[src/rtl/booth_pp_gen_pipe.sv]
`default_nettype none
// ============================================================================
// booth_pp_gen_pipe: two-stage radix-4 Booth partial-product generator with
// valid/ready handshake. Optional zero_rows output via BOOTH_PP_ZERO_FLAG_EN.
// Revision: 1.0
// ============================================================================
module booth_pp_gen_pipe #(
   parameter int Bitwidth = 16
) (
   input  logic                  clk,
   input  logic                  rst,
   input  logic                  in_valid,
   output logic                  in_ready,
   input  logic [Bitwidth-1:0]   a,
   input  logic [Bitwidth-1:0]   b,
   output logic                  out_valid,
   input  logic                  out_ready,
   output logic [2*Bitwidth-1:0] pp [0:Bitwidth/2-1]
`ifdef BOOTH_PP_ZERO_FLAG_EN
   ,
   output logic [Bitwidth/2-1:0] zero_rows
`endif
);

   localparam int NDIG = Bitwidth / 2;
   localparam int PW   = 2 * Bitwidth;

   logic                s1_valid_q, s1_valid_d;
   logic [Bitwidth-1:0] a_q, a_d;
   logic [NDIG-1:0]     neg_q, neg_d, one_q, one_d, two_q, two_d;
   logic [NDIG-1:0]     enc_neg, enc_one, enc_two;
   logic                out_valid_q, out_valid_d;
   logic [PW-1:0]       pp_q [0:NDIG-1];
   logic [PW-1:0]       pp_d [0:NDIG-1];
   logic [Bitwidth:0]   b_ext;
   logic [PW-1:0]       a_ext, mag;
   logic                s2_adv, in_fire;

   always_comb begin
      s2_adv      = s1_valid_q & (~out_valid_q | out_ready);
      in_ready    = ~s1_valid_q | s2_adv;
      in_fire     = in_valid & in_ready;
      s1_valid_d  = in_fire | (s1_valid_q & ~s2_adv);
      out_valid_d = s2_adv | (out_valid_q & ~out_ready);
   end

   // Digit k looks at b[2k+1], b[2k], b[2k-1]; b_ext supplies the b[-1]=0 bit.
   always_comb begin
      b_ext   = {b, 1'b0};
      enc_neg = '0;
      enc_one = '0;
      enc_two = '0;
      for (int k = 0; k < NDIG; k++) begin
         enc_one[k] = b_ext[2*k+1] ^ b_ext[2*k];
         enc_two[k] = (b_ext[2*k+2] & ~b_ext[2*k+1] & ~b_ext[2*k]) |
                      (~b_ext[2*k+2] & b_ext[2*k+1] & b_ext[2*k]);
         enc_neg[k] = b_ext[2*k+2] & ~(b_ext[2*k+1] & b_ext[2*k]);
      end
      a_d   = in_fire ? a       : a_q;
      neg_d = in_fire ? enc_neg : neg_q;
      one_d = in_fire ? enc_one : one_q;
      two_d = in_fire ? enc_two : two_q;
   end

   always_comb begin
      a_ext = {{Bitwidth{a_q[Bitwidth-1]}}, a_q};
      mag   = '0;
      for (int k = 0; k < NDIG; k++) begin
         mag = one_q[k] ? a_ext : (two_q[k] ? (a_ext << 1) : '0);
         mag = neg_q[k] ? (~mag + PW'(1)) : mag;
         pp_d[k] = s2_adv ? (mag << (2*k)) : pp_q[k];
      end
   end

   always_ff @(posedge clk or posedge rst) begin
      if (rst) begin
         s1_valid_q  <= 1'b0;
         a_q         <= '0;
         neg_q       <= '0;
         one_q       <= '0;
         two_q       <= '0;
         out_valid_q <= 1'b0;
         for (int k = 0; k < NDIG; k++) pp_q[k] <= '0;
      end else begin
         s1_valid_q  <= s1_valid_d;
         a_q         <= a_d;
         neg_q       <= neg_d;
         one_q       <= one_d;
         two_q       <= two_d;
         out_valid_q <= out_valid_d;
         for (int k = 0; k < NDIG; k++) pp_q[k] <= pp_d[k];
      end
   end

   assign out_valid = out_valid_q;
   assign pp        = pp_q;

`ifdef BOOTH_PP_ZERO_FLAG_EN
   logic [NDIG-1:0] zero_rows_q, zero_rows_d;

   always_comb begin
      zero_rows_d = s2_adv ? ~(one_q | two_q) : zero_rows_q;
   end

   always_ff @(posedge clk or posedge rst) begin
      if (rst) zero_rows_q <= '1;
      else     zero_rows_q <= zero_rows_d;
   end

   assign zero_rows = zero_rows_q;
`else
   // Zero-digit flags are not built in this configuration.
`endif

endmodule
`default_nettype wire

[config.mk]
export PLATFORM = sky130hd
export DESIGN_NAME = booth_pp_gen_pipe
export DESIGN_NICKNAME = d
export VERILOG_FILES = /design/src/rtl/booth_pp_gen_pipe.sv
export SDC_FILE = /design/constraint.sdc
export NUM_CORES = 1
export LEC_CHECK = 0
export ABC_CLOCK_PERIOD_IN_PS = 7600
export CAP_MARGIN = 20
export CORE_MARGIN = 4
export CORE_UTILIZATION = 49
export DETAILED_ROUTE_END_ITERATION = 8
export PLACE_DENSITY = 0.79
export SLEW_MARGIN = 0
export SYNTH_ARGS = -nofsm -noshare
export SYNTH_HDL_FRONTEND = slang
export SYNTH_SLANG_ARGS = --single-unit
[constraint.sdc]
create_clock -name clk -period 7.6 [get_ports clk]
set_input_delay 0.76 -clock clk [delete_from_list [all_inputs] [get_ports clk]]
set_output_delay 0.76 -clock clk [all_outputs]
set_load 0.01 [all_outputs]
==> flow_summary_export.csv <==
group,metric,value,unit
status,status,"completed",
floorplanning,dieWidth,184.6,um
timing,worst_slew_pin_slew,1.106,ns
worst_setup_path,crit_arrival,3.89,ns
clock_network,tritoncts,"built",
timing,fin_skew,0.01302,ns
timing,setup-tns-final,0,ns
drt,route.detailed.wl_per_inst,20.76,um
clock_network,numCtsBuffers,26,
final_layout,instances_no_fill,2387,
worst_setup_path,critPathCaptureType,"flop",
power_and_ir_drop,powerDensity,316.9,nW/um^2
clock_network,htreeDepth,1,
worst_setup_path,worst_path_largest_cell_delay,0.81,ns
worst_setup_path,cp_slowest_cell,"sky130_fd_sc_hd__dfrtp_1",
final_layout,layout.cells.most_common,"sky130_fd_sc_hd__nand2_1",
synth,synth.lib_cells_used.distinct,69,
final_layout,final_cell_mix,"sky130_fd_sc_hd__nand2_1, sky130_fd_sc_hd__dfrtp_1, sky130_fd_sc_hd__clkdlybuf4s50_1, sky130_fd_sc_hd__o21ai_0, sky130_fd_sc_hd__nor2_1",
placed_design,place_area,17590,sq um
timing,total_of_endpoints_with_negative_setup_slack_in_the_final_report,0,
drt,firstDrtPassIters,7,
grt,first_global_vias,13460,
drt,detail_route.vias_per_cell,6.019,
timing,grt_setup_unrepaired,"false",
synth,netlist_instances,1834,
clock_network,post_cts_buffers,0,
placed_design,buffer_ports.inserted,237,
drt,vias,14370,
grt,grt_start_max_net_pins,137,
worst_setup_path,critPathBufInv,2,
synth,yosysTopAreaCellShare,39.63,%
power_and_ir_drop,static-leakage-power,7.731,nW
final_layout,areaGrowthSynthToFinish,20.97,%
drt,drcViolationCount,0,
clock_network,clock_latency,0.53,ns
placed_design,placed_cells,2338,
clock_network,cts_max_path_buffers,3,
final_layout,diodes,0,
floorplanning,die-area,34080,sq um
grt,global_route.usage.total,27.74,%
timing,maximum_achievable_frequency,0.2925,GHz
synth,synth_area_leaders,"sky130_fd_sc_hd__dfrtp_1, sky130_fd_sc_hd__nand2_1, sky130_fd_sc_hd__o21ai_0",
synth,post_synth.cell_area_avg,8.332,sq um
grt,wire_length_of_the_first_global_routing_pass,75960,um
placed_design,detailedPlacementHpwl,33010,um
worst_setup_path,r2r_setup_slack,4.18,ns
grt,antenna_found_initial,0,
floorplanning,design.portCount,294,
worst_setup_path,worst_ep_required_time,8.07,ns
final_layout,final_cell_area,18490,sq um
clock_network,clock_tree.root_cell,"sky130_fd_sc_hd__clkbuf_16",
drt,routed_wl,49550,um
worst_setup_path,path_delay_family,"compound AO/OA/AOI/OAI gates",
power_and_ir_drop,ir_drop,0.0001956,V
clock_network,numClockSinks,242,
min_path,holdCritPathClass,"reg2reg",
timing,timing.final.crit_period,3.419,ns
timing,final_min_period_over_clock_period,44.99,%
synth,mappedNetlistArea,15280,sq um
synth,ys_async_sr_fraction,100.0,%
drt,initialDrtViolationCount,1679,
synth,proportion_of_synthesized_chip_area_in_sequential_cells,39.63,%
synth,yosys_register_bits,242,
worst_setup_path,critical_path.startpoint_type,"flop",
clock_network,cts_hold_buf,0,
timing,final-hold-violation-count,0,
floorplanning,die_h,184.6,um
drt,antenna_violating_nets_post_route,0,
synth,synth_ff_type,"sky130_fd_sc_hd__dfrtp_1",
worst_setup_path,critical_path_peak_fanout,16,
synth,synthesis.yosys.warnings,0,
clock_network,post_cts.resized_instances,0,
synth,yosysTopAreaCell,"sky130_fd_sc_hd__dfrtp_1",
worst_setup_path,timing.critical_path.cells,"buf_4, clkinv_1, a31oi_1, o41ai_1, o21ai_0, o21a_1",
final_layout,final_nets,2022,
worst_setup_path,critPathKind,"reg2reg",
floorplanning,fp.coreArea,30670,sq um
grt,final_global_route_overflow_total,0,
placed_design,gp_congestion,0.9544,
timing,drv_slew,0,
run,drv.max_cap_violation_count,0,
synth,synth_enable_flop_cells,0,
floorplanning,core.rowCount,64,
timing,maxSlewHeadroom,25.79,%
final_layout,drive_gt1_share,6.831,%
clock_network,worst_setup_hold_path_clk_slew,0.06,ns
floorplanning,initial_core_util,49.82,%
## final timing paths
path,start,to,cells after the start
worst max-delay path,a_q[2],pp[124],6
worst min-delay path,pp[255],pp[255],1
worst max register to register,a_q[2],pp[124],6
worst min register to register,pp[255],pp[255],1
max in group asynchronous,rst,neg_q[6],3
min in group asynchronous,rst,pp[95],2
## kinds of logic (layout without fill, tap and decap cells)
family / after synthesis / after routing / synth area share, %
mux: 52 / 52 / 3.668
xor+xnor: 121 / 121 / 6.935
buf+inv: 238 / 340 / 7.320
flops: 242 / 242 / 39.63
fa+ha+maj: 15 / 15 / 1.228
compound gates: 522 / 522 / 21.93
other cells: 1 / 56 / 0.02454
simple gates: 643 / 643 / 19.27
## synth_stat cells (all sizes together), types with 9 or more instances
library cell	number
dfrtp	242
a21boi	10
o311ai	9
a31oi	27
a21o	23
ha	15
xnor2	97
nor3b	11
clkbuf	136
nor2	130
or3	10
and3	15
a22o	15
nand2b	29
buf	83
o31ai	21
nand3	41
o41ai	17
inv	18
a21oi	70
a221oi	18
a211o	15
mux2	32
or2	13
nand2	300
o21ai	201
nor4	11
mux2i	20
a211oi	11
xor2	24
nor2b	25
nor3	24
a22oi	26
## final cells by class
cell class,instances,area (sq um)
tap,396,495.5
sequential,242,6056
fill,2666,12180
clock buffer,37,753.2
timing repair buffer,273,2663
inverter,19,78.83
multi-input combinational,1409,8324
clock inverter,11,115.1
## stage by stage
| step | power [W] | setup slack (ns) | utilization [%] | hold WS (ns) |
|---|---|---|---|---|
| finish | 0.005857 | 4.181 | 60.27 | 0.4751 |
| floorplan | 0.003357 | 0.1952 | - | 0.5070 |
| detailed placement | 0.004552 | 3.571 | 57.35 | 0.4646 |
| global placement | 0.004487 | 3.704 | 57.33 | 0.4631 |
| global route | 0.006190 | 4.086 | 60.27 | 0.4925 |
| CTS | 0.005856 | 4.137 | 60.18 | 0.4786 |
## metal layers
metal,GRT usage (%),part of all wire [%]
met2,43.79,46
met1,39.49,41
met4,9.080,3.5
met3,4.105,9.5
met5,0,0
## where the power goes
| part | total [W] | leakage, nW | switching [W] | internal (W) |
|---|---|---|---|---|
| logic | 0.00255 | 4.32 | 0.00134 | 0.00120 |
| clock network | 0.00129 | 0.417 | 0.000533 | 0.000757 |
| registers | 0.00202 | 2.99 | 0.000345 | 0.00167 |
| total | 0.00586 | 7.73 | 0.00222 | 0.00363 |
## state kept, by name (all words and copies together) (netlist names)
| register | flops |
|---|---|
| pp | 200 |
| a_q | 16 |
| neg_q | 8 |
| one_q | 8 |
| two_q | 8 |
| out_valid | 1 |
| s1_valid_q | 1 |
Note: power is estimated with default switching activity, not from simulation.
